<file path="src/rtl/led_pulse_stretcher_pkg.sv">
// Shared types and defaults for the LED pulse stretcher: channel state encoding,
// default timing constants and a helper sizing the hold/gap timer.
package led_pulse_pkg;

  typedef enum logic [1:0] {
    IDLE = 2'd0,
    HOLD = 2'd1,
    GAP  = 2'd2
  } state_e;

  localparam int unsigned DEFAULT_HOLD_TIME = 150_000;
  localparam int unsigned DEFAULT_GAP_TIME  = 150_000;

  // Number of bits needed to represent the value 'cycles'.
  function automatic int unsigned cnt_w_for(input int unsigned cycles);
    int unsigned w;
    w = 1;
    for (int i = 1; i < 32; i++) begin
      if ((cycles >> i) != 0) w = i + 1;
    end
    return w;
  endfunction

endpackage

</file>
<file path="src/rtl/led_pulse_stretcher_if.sv">
// Event/indicator bundle between the event sources and the pulse stretcher.
interface led_pulse_stretcher_if #(
  parameter int N_CH = 4
);

  logic [N_CH-1:0] event_in;
  logic            clr_ovf;
  logic [N_CH-1:0] led_out;
  logic [N_CH-1:0] busy;
  logic [N_CH-1:0] overflow;

  modport master (
    output event_in,
    output clr_ovf,
    input  led_out,
    input  busy,
    input  overflow
  );

  modport slave (
    input  event_in,
    input  clr_ovf,
    output led_out,
    output busy,
    output overflow
  );

endinterface

</file>
<file path="src/rtl/led_pulse_stretcher_ch.sv">
// Single channel: stretches event strobes into HOLD_TIME-high pulses separated by
// at least GAP_TIME low cycles, queueing events that arrive while busy.
module led_pulse_ch
  import led_pulse_pkg::*;
#(
  parameter int HOLD_TIME = DEFAULT_HOLD_TIME,
  parameter int GAP_TIME  = DEFAULT_GAP_TIME,
  parameter int CNT_W     = 26,
  parameter int PEND_W    = 3
) (
  input  logic clk,
  input  logic rst_n,
  input  logic event_in,
  input  logic clr_ovf,
  output logic led_out,
  output logic busy,
  output logic overflow
);

  localparam logic [CNT_W-1:0]  HOLD_LAST = CNT_W'(HOLD_TIME - 1);
  localparam logic [CNT_W-1:0]  GAP_LAST  = CNT_W'(GAP_TIME - 1);
  localparam logic [PEND_W-1:0] PEND_MAX  = '1;

  state_e            state_q, state_d;
  logic [CNT_W-1:0]  timer_q, timer_d;
  logic [PEND_W-1:0] pend_q, pend_d;
  logic              ovf_q, ovf_set;
  logic              led_q;
  logic              gap_final;

  assign gap_final = (state_q == GAP) && (timer_q == GAP_LAST);

  always_ff @(posedge clk) begin
    if (!rst_n) begin
      state_q <= IDLE;
      timer_q <= '0;
      pend_q  <= '0;
      ovf_q   <= 1'b0;
      led_q   <= 1'b0;
    end else begin
      state_q <= state_d;
      timer_q <= timer_d;
      pend_q  <= pend_d;
      // A fresh overflow in the same cycle as a clear keeps the flag set.
      ovf_q   <= ovf_set | (ovf_q & ~clr_ovf);
      led_q   <= (state_d == HOLD);
    end
  end

  always_comb begin
    state_d = state_q;
    timer_d = timer_q + 1'b1;
    pend_d  = pend_q;
    ovf_set = 1'b0;
    unique case (state_q)
      IDLE: begin
        timer_d = '0;
        if (event_in) state_d = HOLD;
      end
      HOLD: begin
        if (timer_q == HOLD_LAST) begin
          state_d = GAP;
          timer_d = '0;
        end
      end
      GAP: begin
        if (gap_final) begin
          timer_d = '0;
          if (pend_q != '0) begin
            // A coincident strobe replaces the replayed one, so pending is unchanged.
            state_d = HOLD;
            if (!event_in) pend_d = pend_q - 1'b1;
          end else begin
            state_d = event_in ? HOLD : IDLE;
          end
        end
      end
      default: begin
        state_d = IDLE;
        timer_d = '0;
      end
    endcase

    if (event_in && (state_q != IDLE) && !gap_final) begin
      if (pend_q == PEND_MAX) ovf_set = 1'b1;
      else                    pend_d  = pend_q + 1'b1;
    end
  end

  always_comb begin
    led_out  = led_q;
    busy     = (state_q != IDLE);
    overflow = ovf_q;
  end

endmodule

</file>
<file path="src/rtl/led_pulse_stretcher.sv">
// N_CH independent pulse-stretcher channels; outputs are concatenated per channel
// and the overflow clear is shared by all channels.
module led_pulse_stretcher
  import led_pulse_pkg::*;
#(
  parameter int N_CH      = 4,
  parameter int HOLD_TIME = DEFAULT_HOLD_TIME,
  parameter int GAP_TIME  = DEFAULT_GAP_TIME,
  parameter int CNT_W     = 26,
  parameter int PEND_W    = 3
) (
  input logic                clk,
  input logic                rst_n,
  led_pulse_stretcher_if.slave bus
);

  logic [N_CH-1:0] led_vec;
  logic [N_CH-1:0] busy_vec;
  logic [N_CH-1:0] ovf_vec;

  for (genvar ch = 0; ch < N_CH; ch++) begin : g_ch
    led_pulse_ch #(
      .HOLD_TIME (HOLD_TIME),
      .GAP_TIME  (GAP_TIME),
      .CNT_W     (CNT_W),
      .PEND_W    (PEND_W)
    ) u_ch (
      .clk      (clk),
      .rst_n    (rst_n),
      .event_in (bus.event_in[ch]),
      .clr_ovf  (bus.clr_ovf),
      .led_out  (led_vec[ch]),
      .busy     (busy_vec[ch]),
      .overflow (ovf_vec[ch])
    );
  end

  assign bus.led_out  = led_vec;
  assign bus.busy     = busy_vec;
  assign bus.overflow = ovf_vec;

endmodule

</file>
<file path="src/flat_wrapper.sv">
// flat-port wrapper written by rule: the top's interface ports become plain ports
module led_pulse_stretcher_flat import led_pulse_pkg::*;
#(
  parameter int N_CH      = 4,
  parameter int HOLD_TIME = DEFAULT_HOLD_TIME,
  parameter int GAP_TIME  = DEFAULT_GAP_TIME,
  parameter int CNT_W     = 26,
  parameter int PEND_W    = 3
)
  (clk, rst_n, bus_event_in, bus_clr_ovf, bus_led_out, bus_busy, bus_overflow);
  led_pulse_stretcher_if #(.N_CH(N_CH)) bus_i ();
  input logic clk;
  input logic rst_n;
  input wire logic [$bits(bus_i.event_in)-1:0] bus_event_in;
  input wire logic [$bits(bus_i.clr_ovf)-1:0] bus_clr_ovf;
  output wire logic [$bits(bus_i.led_out)-1:0] bus_led_out;
  output wire logic [$bits(bus_i.busy)-1:0] bus_busy;
  output wire logic [$bits(bus_i.overflow)-1:0] bus_overflow;
  assign bus_i.event_in = bus_event_in;
  assign bus_i.clr_ovf = bus_clr_ovf;
  assign bus_led_out = bus_i.led_out;
  assign bus_busy = bus_i.busy;
  assign bus_overflow = bus_i.overflow;
  led_pulse_stretcher #(.N_CH(N_CH), .HOLD_TIME(HOLD_TIME), .GAP_TIME(GAP_TIME), .CNT_W(CNT_W), .PEND_W(PEND_W)) u_core (.clk(clk), .rst_n(rst_n), .bus(bus_i));
endmodule
</file>
<file path="config.mk">
export PLATFORM = sky130hd
export DESIGN_NAME = led_pulse_stretcher_flat
export DESIGN_NICKNAME = d
export VERILOG_FILES = /design/src/rtl/led_pulse_stretcher_pkg.sv /design/src/rtl/led_pulse_stretcher_if.sv /design/src/rtl/led_pulse_stretcher_ch.sv /design/src/rtl/led_pulse_stretcher.sv /design/src/flat_wrapper.sv
export SDC_FILE = /design/constraint.sdc
export NUM_CORES = 1
export LEC_CHECK = 0
export ABC_CLOCK_PERIOD_IN_PS = 3100
export CAP_MARGIN = 20
export CORE_MARGIN = 2
export CORE_UTILIZATION = 45
export DETAILED_ROUTE_END_ITERATION = 7
export SETUP_SLACK_MARGIN = 0.3
export SLEW_MARGIN = 10
export SYNTH_ARGS = -nofsm -noshare
export SYNTH_HDL_FRONTEND = slang
export SYNTH_SLANG_ARGS = --single-unit
</file>
<file path="constraint.sdc">
create_clock -name clk -period 3.1 [get_ports clk]
set_clock_uncertainty 0.1 [all_clocks]
set_input_delay 0.465 -clock clk [delete_from_list [all_inputs] [get_ports clk]]
set_output_delay 0.465 -clock clk [all_outputs]
set_load 0.03 [all_outputs]
</file>
==> results.yml, run 1 <==
placement:
  post-place-ws_ns: 0.605
  place_area_mm2: 0.00700
  placed_cells: 960
  routabilityCongestion: 0.793
  placement.io_buffers: 18
  hpwl_mm: 9.42
worst_setup_path:
  worstPathRequired_ns: 2.53
  worstPathArrival_ns: 1.93
  crit_chain: "inv_1 > ha_1 > inv_1 > clkdlybuf4s50_1"
  path_class: "reg2out"
  cpMostUsedCell: "inv_1"
  cp_top_family: "buffers and inverters"
  critPathMaxStageDelay_ns: 0.69
  crit_path_max_fanout: 5
  timing.critical_path.buf_inv: 3
  slowest_stage: "clkdlybuf4s50_1"
  cp-end-kind: "primary output"
  cp-start-kind: "register"
yosys:
  ys_ff_latch: 132
  synth-seq-area-share_pct: 39.6
  syn_nets: 820
  syn_area_per_cell_um2: 8.59
  syn_area_mm2: 0.00667
  yosysWarnings: 0
  synthCells: 777
  ys_types: 52
sta:
  fmax_mhz: 400
  slew_headroom_pct: 40.3
  finalMaxSlewViolations: 0
  worstMarginPinSlew_ns: 0.889
  setup_tns_ns: 0
  fin_crit_ns: 2.50
  min_period_over_period_pct: 80.6
  setup_ws_ns: 0.602
  finalSetupViolations: 0
  finalHoldViolCount: 0
  holdWs_ns: 0.360
  rsz0062_at_grt: "no"
power_and_ir_drop:
  p_per_area_mw_per_mm2: 556
  p_int_mw: 3.37
  p_leak_nw: 2.64
  switching_share_pct: 21.2
  worst_ir_drop_vdd_v: 0.000387
  clockPowerShare_pct: 53.6
  pwr-share-seq_pct: 40.7
  pwr-share-comb_pct: 5.7
  finalPower_mw: 4.28
  switching_power_uw: 909
floorplan:
  die_area_mm2: 0.0158
  core_area_mm2: 0.0145
  fp.dieH_um: 126
  start_util_pct: 45.9
  num_io_pins: 19
  num_rows: 44
  die_w_um: 126
cells_and_area:
  layout_commonest_cell: "nor2_1"
  nets: 840
  drive_gt1_share_pct: 7.16
  final_cell_area_mm2: 0.00770
  diodes: 0
  stdcell_count: 994
  most-common-layout-cells: "nor2_1 (137), dfxtp_1 (132), xor2_1 (54)"
  syn_to_final_growth_pct: 15.5
  utilization_pct: 53.0
clock_tree:
  cts_max_level: 4
  cts_tree: "yes"
  cts_num_sinks: 132
  ctsHoldBuffers: 0
  cts_buffers: 17
  cts_resized: 0
  clock-root-buffer: "clkbuf_16"
  clock_latency_ns: 0.41
  clockBufferDepth: 2
  clk_pin_slew_ns: 0.06
  post_cts_buffers: 0
grt:
  gr-usage-all-layers_pct: 17.9
  grt_pass1_wl_mm: 23.8
  grt_overflow: 0
  grt_pass1_vias: 5251
  grt_max_degree: 27
  antenna_found_initial: 0
route:
  routed_wl_mm: 13.4
  drc: 0
  detail_route.iter0.violations: 331
  drt_first_pass_iters: 4
  ant_nets: 0
  wire_per_inst_um: 13.5
  viasPerCell: 5.32
  num_vias: 5289
outcome:
  outcome: "finished, final reports clean"
min_path:
  hp-class: "reg2reg"
run:
  maxCapViolCount: 0
[area by class of cell]
| cell class | instances | area [um2] |
|---|---|---|
| repair buffers | 27 | 255 |
| fillers | 1321 | 6830 |
| inverters | 43 | 161 |
| clock inverters | 12 | 225 |
| clock buffers | 20 | 457 |
| well taps | 184 | 230 |
| flip-flops and latches | 132 | 2640 |
| multi-input cells | 576 | 3730 |
[final timing paths]
check	depth (start not counted)	end	startpoint	slack, ns
setup / recovery	4	bus_busy[0]	u_core.g_ch[0].u_ch.state_q[0]	0.60
hold reg to reg	1	u_core.g_ch[1].u_ch.timer_q[0]	u_core.g_ch[1].u_ch.timer_q[0]	0.36
setup reg to reg	5	u_core.g_ch[1].u_ch.pend_q[1]	u_core.g_ch[1].u_ch.timer_q[20]	0.76
hold / removal	1	u_core.g_ch[1].u_ch.timer_q[0]	u_core.g_ch[1].u_ch.timer_q[0]	0.36
[Yosys cell counts (all sizes together)]
cell       n  area share [%]
ha        36             6.8
nor3      23             1.9
nor2     138             7.8
nor4b      8             1.1
dfxtp    132              40
a31oi      3            0.28
a311oi     2            0.26
a221oi     5            0.75
or4        2            0.28
nand2b    11             1.0
nor3b      2            0.22
clkbuf    10            0.56
o32ai      1            0.13
a21o       1            0.11
nand3     40             3.0
and3      20             1.9
xor2      54             7.1
and4       8             1.1
o21ai     16             1.2
a31o       1            0.13
nand4     35             3.3
or3        4            0.38
buf       16             1.7
or4b       2            0.30
nand2     39             2.2
o2111ai    5            0.75
o211ai     1            0.11
nor4      16             1.5
nor4bb     1            0.15
a21boi     1            0.11
o31ai      3            0.34
a211oi    10             1.2
a21oi     15             1.1
nor2b     10            0.94
xnor2     42             5.5
o21a       2            0.22
a41o       1            0.15
inv       43             2.4
mux2       4            0.73
mux2i      8             1.2
or2        3            0.32
and2       3            0.28
[power groups by stage]
| stage | sequential [mW] | combinational, mW | clock [mW] |
|---|---|---|---|
| 2_1_floorplan | 1.77 | 0.184 | 0 |
| 3_3_place_gp | 1.78 | 0.229 | 0 |
| 5_1_grt | 1.74 | 0.276 | 2.43 |
| 3_5_place_dp | 1.78 | 0.241 | 0 |
| 4_1_cts | 1.74 | 0.243 | 2.35 |
| 6_report | 1.74 | 0.243 | 2.30 |
[registers in the layout, indices dropped and copies added, names as in the netlist]
register                   count
u_core.g_ch.u_ch.led_out       4
u_core.g_ch.u_ch.overflow      4
u_core.g_ch.u_ch.pend_q       12
u_core.g_ch.u_ch.state_q       8
u_core.g_ch.u_ch.timer_q     104
[logic make-up (layout without fill, tap and decap cells)]
kind of cell               Yosys count  in the layout  synth area share, %
and+or+nand+nor                    365            365                 27.6
xor gates and xnor gates            96             96                 12.6
adders and majority gates           36             36                 6.75
AOI/OAI and AO/OA                   67             67                 6.88
muxes                               12             12                 1.93
DFF                                132            132                 39.6
buffers and inverters               69            102                 4.63
[per-layer routing]
| layer | vias to the layer above | global-route usage, % | wire [um] |
|---|---|---|---|
| met3 | 10 | 5.23 | 346 |
| met1 | 2507 | 22.2 | 6360 |
| met2 | 58 | 30.3 | 6560 |
| met5 | - | 0 | 0 |
| met4 | 0 | 5.49 | 163 |
| li1 | 2714 | - | - |
Power figures use the tool's default switching activity.
==> run 2, diff against run 1 <==
Settings changed: ABC_CLOCK_PERIOD_IN_PS 3100 to 2600.
Clock period 3.1 ns to 2.6 ns, I/O delays scaled along.
==> run 2 against run 1 <==
- first-iteration DRC count decreased by 1.2%
- combinational power up 23%
- highest routed layer unchanged
- via count rose by 0.26%
- sequential power up 20%
- total power grew 18%
==> results.yml, run 2 (synthesis gave the netlist of run 1 again) <==
outcome:
  outcome: "finished, final reports clean"
sta:
  worstMarginPinSlew_ns: 0.715
  fin_crit_ns: 2.27
  finalHoldViolCount: 0
  rsz0062_at_grt: "yes"
  setup_ws_ns: 0.329
  min_period_over_period_pct: 87.4
  fmax_mhz: 440
  finalMaxSlewViolations: 0
  setup_tns_ns: 0
  finalSetupViolations: 0
  slew_headroom_pct: 52.3
grt:
  grt_max_degree: 27
  grt_pass1_vias: 5071
  gr-usage-all-layers_pct: 17.3
  grt_pass1_wl_mm: 22.7
  grt_overflow: 0
  antenna_found_initial: 0
route:
  num_vias: 5303
  drc: 0
  ant_nets: 0
  detail_route.iter0.violations: 327
  wire_per_inst_um: 13.4
  routed_wl_mm: 13.3
  drt_first_pass_iters: 4
  viasPerCell: 5.32
worst_setup_path:
  cp_top_family: "simple AND/OR/NAND/NOR gates"
  path_class: "reg2reg"
  critPathMaxStageDelay_ns: 0.52
  worstPathRequired_ns: 2.84
  slowest_stage: "or4b_4"
  r2r-end: "u_core.g_ch[3].u_ch.led_out"
  reg2regPathDepth: 5
  timing.critical_path.buf_inv: 0
  worstPathArrival_ns: 2.51
  rr_startpoint: "u_core.g_ch[3].u_ch.timer_q[10]"
  cp-end-kind: "register"
  reg2reg_slack_ns: 0.33
  crit_path_max_fanout: 4
  crit_chain: "or4b_4 > or4_4 > or2_4 > mux2_4 > a211oi_2"
  cp-start-kind: "register"
power_and_ir_drop:
  p_int_mw: 3.99
  pwr-share-seq_pct: 41.2
  switching_share_pct: 21.1
  p_per_area_mw_per_mm2: 648
  finalPower_mw: 5.05
  switching_power_mw: 1.06
  worst_ir_drop_vdd_v: 0.000565
  clockPowerShare_pct: 53.0
  pwr-share-comb_pct: 5.9
  p_leak_nw: 2.68
cells_and_area:
  nets: 844
  final_cell_area_mm2: 0.00780
  utilization_pct: 53.7
  nFillCells: 1338
  multi_input_area_mm2: 0.00382
  syn_to_final_growth_pct: 16.9
  seq_area_mm2: 0.00265
  layout_commonest_cell: "nor2_1"
  reg_top3: "u_core.g_ch.u_ch.timer_q x104, u_core.g_ch.u_ch.pend_q x12, u_core.g_ch.u_ch.state_q x8"
  largest-register: "u_core.g_ch.u_ch.timer_q"
  drive_gt1_share_pct: 8.61
  most-common-layout-cells: "nor2_1 (137), dfxtp_1 (130), xor2_1 (54)"
  diodes: 0
  largest_reg_flops: 104
floorplan:
  core_area_mm2: 0.0145
  num_rows: 44
  start_util_pct: 45.9
  fp.dieH_um: 126
  num_io_pins: 19
  die_area_mm2: 0.0158
  die_w_um: 126
placement:
  place_area_mm2: 0.00703
  post-place-ws_ns: 0.197
  placement.io_buffers: 18
  hpwl_mm: 9.12
  routabilityCongestion: 0.830
clock_tree:
  cts_num_sinks: 132
  cts_max_level: 4
  clock_latency_ns: 0.42
  cts_tree: "yes"
  cts_buffers: 17
  clockBufferDepth: 2
  clk_pin_slew_ns: 0.05
  clock-root-buffer: "clkbuf_16"
  ctsHoldBuffers: 0
min_path:
  hold_end: "u_core.g_ch[0].u_ch.timer_q[0]"
  hp-class: "reg2reg"
  hold_path_depth: 1
  min_from: "u_core.g_ch[0].u_ch.timer_q[0]"
run:
  maxCapViolCount: 0
run 2: cell types whose count changed in the layout (fill, tap and decap cells not counted), moves of 3 or more:
cell / delta
buf_4: +5
o2111ai_2: -3
o2111ai_4: +3
dlygate4sd2_1: +4
clkbuf_1: +3
clkdlybuf4s50_1: -4
a221oi_2: +3
a221oi_1: -3
run 2: cell type report:
type	count	area share, %
Clock buffer	22	5.82
Clock inverter	9	2.58
Inverter	43	2.07
Multi-Input combinational cell	576	49.0
Sequential cell	132	33.9
Tap cell	184	2.95
Timing Repair Buffer	31	3.66
run 2: worst max-delay path by stage:
stage	start	to	slack, ns	depth (start not counted)
floorplan	u_core.g_ch[3].u_ch.timer_q[10]	u_core.g_ch[3].u_ch.led_out	0.40	5
detailed placement	u_core.g_ch[3].u_ch.timer_q[10]	u_core.g_ch[3].u_ch.timer_q[14]	0.20	5
CTS	u_core.g_ch[3].u_ch.timer_q[10]	u_core.g_ch[3].u_ch.led_out	0.30	5
global route	u_core.g_ch[3].u_ch.timer_q[9]	u_core.g_ch[3].u_ch.led_out	0.24	5
global placement	u_core.g_ch[3].u_ch.timer_q[10]	u_core.g_ch[3].u_ch.timer_q[19]	0.31	5
finish	u_core.g_ch[3].u_ch.timer_q[10]	u_core.g_ch[3].u_ch.led_out	0.33	5
run 2: through the flow:
| stage | instances | hold WS [ns] |
|---|---|---|
| detailed placement | 962 | 0.356 |
| floorplan | 777 | 0.326 |
| global route | 997 | 0.392 |
| finish | 997 | 0.360 |
| global placement | 962 | 0.341 |
| CTS | 995 | 0.364 |
run 2: power by group through the flow:
stage / Clock [mW] / Combinational, mW / Sequential [mW]
4_1_cts: 2.73 / 0.294 / 2.08
6_report: 2.67 / 0.298 / 2.08
2_1_floorplan: 0 / 0.219 / 2.12
3_3_place_gp: 0 / 0.278 / 2.12
5_1_grt: 2.82 / 0.339 / 2.08
3_5_place_dp: 0 / 0.290 / 2.12
run 2: worst register-to-register path, delay by kind of cell (launching register included):
kind | cells | cell delay [ns]
muxes | 1 | 0.32
DFF | 1 | 0.33
and+or+nand+nor | 3 | 1.26
AOI/OAI and AO/OA | 1 | 0.20
run 2: timing repair:
action,in CTS,in global routing
cloned,0,0
endpoints found under the setup margin,59,85
buffers inserted,2,2
gates resized for setup,10,13
pin swaps,2,3
run 2: routing by layer:
layer | global-route usage [%] | wire length, um
met1 | 20.3 | 6100
met2 | 30.2 | 6560
met4 | 4.98 | 196
met5 | 0 | 0
met3 | 5.73 | 495
==> run 3, diff against run 2 <==
Settings changed: CORE_MARGIN 2 to not set.
==> run 3 against run 2 <==
- the flow now finishes with violations (design-rule violations)
- fmax fell by 1.4%
- hold slack better by 0.0047 ns
- largest cell class unchanged
- routed wire length is 1.1% higher
- flip-flop and latch count unchanged
- utilization barely moved
- register-to-register slack worse by 0.03 ns
- critical path depth is the same
- highest routed layer unchanged
==> results.yml, run 3 (synthesis gave the netlist of run 1 again) <==
route:
  drt_first_pass_iters: 6
  wire_per_inst_um: 13.5
  ant_nets: 0
  num_vias: 5311
  detail_route.iter0.violations: 234
  viasPerCell: 5.31
  routed_wl_mm: 13.5
  drc: 1
placement:
  routabilityCongestion: 0.811
  hpwl_mm: 9.27
  post-place-ws_ns: 0.216
  placement.io_buffers: 18
grt:
  grt_pass1_vias: 5062
  grt_max_degree: 27
  antenna_found_initial: 0
  gr-usage-all-layers_pct: 18.5
  grt_overflow: 0
  grt_pass1_wl_mm: 22.3
worst_setup_path:
  cp-start-kind: "register"
  crit_path_max_fanout: 4
  worstPathArrival_ns: 2.54
  slowest_stage: "or4b_4"
  worstPathRequired_ns: 2.84
  critPathMaxStageDelay_ns: 0.52
  crit_chain: "or4b_4 > or4_4 > or2_4 > mux2_4 > a211oi_2"
  cp-end-kind: "register"
  path_class: "reg2reg"
sta:
  fmax_mhz: 434
  min_period_over_period_pct: 88.6
  finalMaxSlewViolations: 0
  finalHoldViolCount: 0
  worstMarginPinSlew_ns: 0.718
  slew_headroom_pct: 52.1
  fin_crit_ns: 2.30
  finalSetupViolations: 0
  setup_tns_ns: 0
  rsz0062_at_grt: "yes"
  setup_ws_ns: 0.296
floorplan:
  fp.dieH_um: 124
  start_util_pct: 46.1
  die_area_mm2: 0.0153
  num_rows: 44
  num_io_pins: 19
  core_area_mm2: 0.0145
  die_w_um: 124
cells_and_area:
  largest-register: "u_core.g_ch.u_ch.timer_q"
  most-common-layout-cells: "nor2_1 (137), dfxtp_1 (129), xor2_1 (54)"
  largest_reg_flops: 104
  layout_commonest_cell: "nor2_1"
  nets: 847
  diodes: 0
  syn_to_final_growth_pct: 16.4
  reg_top3: "u_core.g_ch.u_ch.timer_q x104, u_core.g_ch.u_ch.pend_q x12, u_core.g_ch.u_ch.state_q x8"
  drive_gt1_share_pct: 9.79
power_and_ir_drop:
  finalPower_mw: 4.72
  p_leak_nw: 2.68
  worst_ir_drop_vdd_v: 0.000432
  p_per_area_mw_per_mm2: 608
clock_tree:
  clockBufferDepth: 2
  cts_buffers: 17
  clock-root-buffer: "clkbuf_16"
  clk_pin_slew_ns: 0.06
  ctsHoldBuffers: 0
  clock_latency_ns: 0.42
  cts_tree: "yes"
  cts_num_sinks: 132
  cts_max_level: 4
outcome:
  failed_checks: "design-rule violations"
  outcome: "finished with violations"
min_path:
  hp-class: "reg2reg"
run:
  maxCapViolCount: 0
run 3: stage by stage:
step / utilization, % / hold slack [ns] / instance area (um2) / instances
finish: 53.6 / 0.364 / 7760 / 1001
global route: 53.6 / 0.386 / 7760 / 1001
CTS: 52.6 / 0.366 / 7610 / 992
detailed placement: 48.4 / 0.354 / 7010 / 960
global placement: 48.4 / 0.342 / 7010 / 960
floorplan: - / 0.326 / 6670 / 777
run 3: final timing paths:
kind	start	end	slack, ns	cells after the start
min	u_core.g_ch[2].u_ch.timer_q[0]	u_core.g_ch[2].u_ch.timer_q[0]	0.36	1
max reg2reg	u_core.g_ch[3].u_ch.timer_q[10]	u_core.g_ch[3].u_ch.led_out	0.30	5
min reg2reg	u_core.g_ch[2].u_ch.timer_q[0]	u_core.g_ch[2].u_ch.timer_q[0]	0.36	1
max	u_core.g_ch[3].u_ch.timer_q[10]	u_core.g_ch[3].u_ch.led_out	0.30	5
run 3: where the power goes:
part | switching [mW] | internal, mW
Clock | 0.886 | 1.45
Combinational | 0.184 | 0.117
Sequential | 0.0251 | 2.05
Total | 1.09 | 3.62
run 3: critical path, delay by kind of cell (launching register included):
kind / cells / cell delay (ns)
compound gates: 1 / 0.21
simple gates: 3 / 1.25
flops: 1 / 0.34
mux: 1 / 0.32
run 3: routing by layer:
| metal | global-route usage (%) | share of wire [%] | vias to the layer above |
|---|---|---|---|
| met3 | 4.95 | 2.7 | 11 |
| met5 | 0 | 0 | - |
| li1 | - | - | 2739 |
| met4 | 6.48 | 1.0 | 0 |
| met2 | 32.9 | 49 | 62 |
| met1 | 21.2 | 48 | 2499 |
run 3: timing repair:
item / 4_1_cts / 5_1_grt
setup buffers: 0 / 7
gates resized for setup: 6 / 18
endpoints found under the setup margin: 83 / 102
hold endpoints to repair: 0 / 0
pin swaps: 0 / 5
run 3: cell type report:
| class | instances | area, um2 |
|---|---|---|
| inverter | 43 | 161 |
| multi-input combinational | 576 | 3830 |
| timing repair buffer | 34 | 303 |
| fill | 1309 | 6720 |
| sequential | 132 | 2650 |
| clock inverter | 13 | 134 |
| clock buffer | 19 | 453 |
| tap | 184 | 230 |
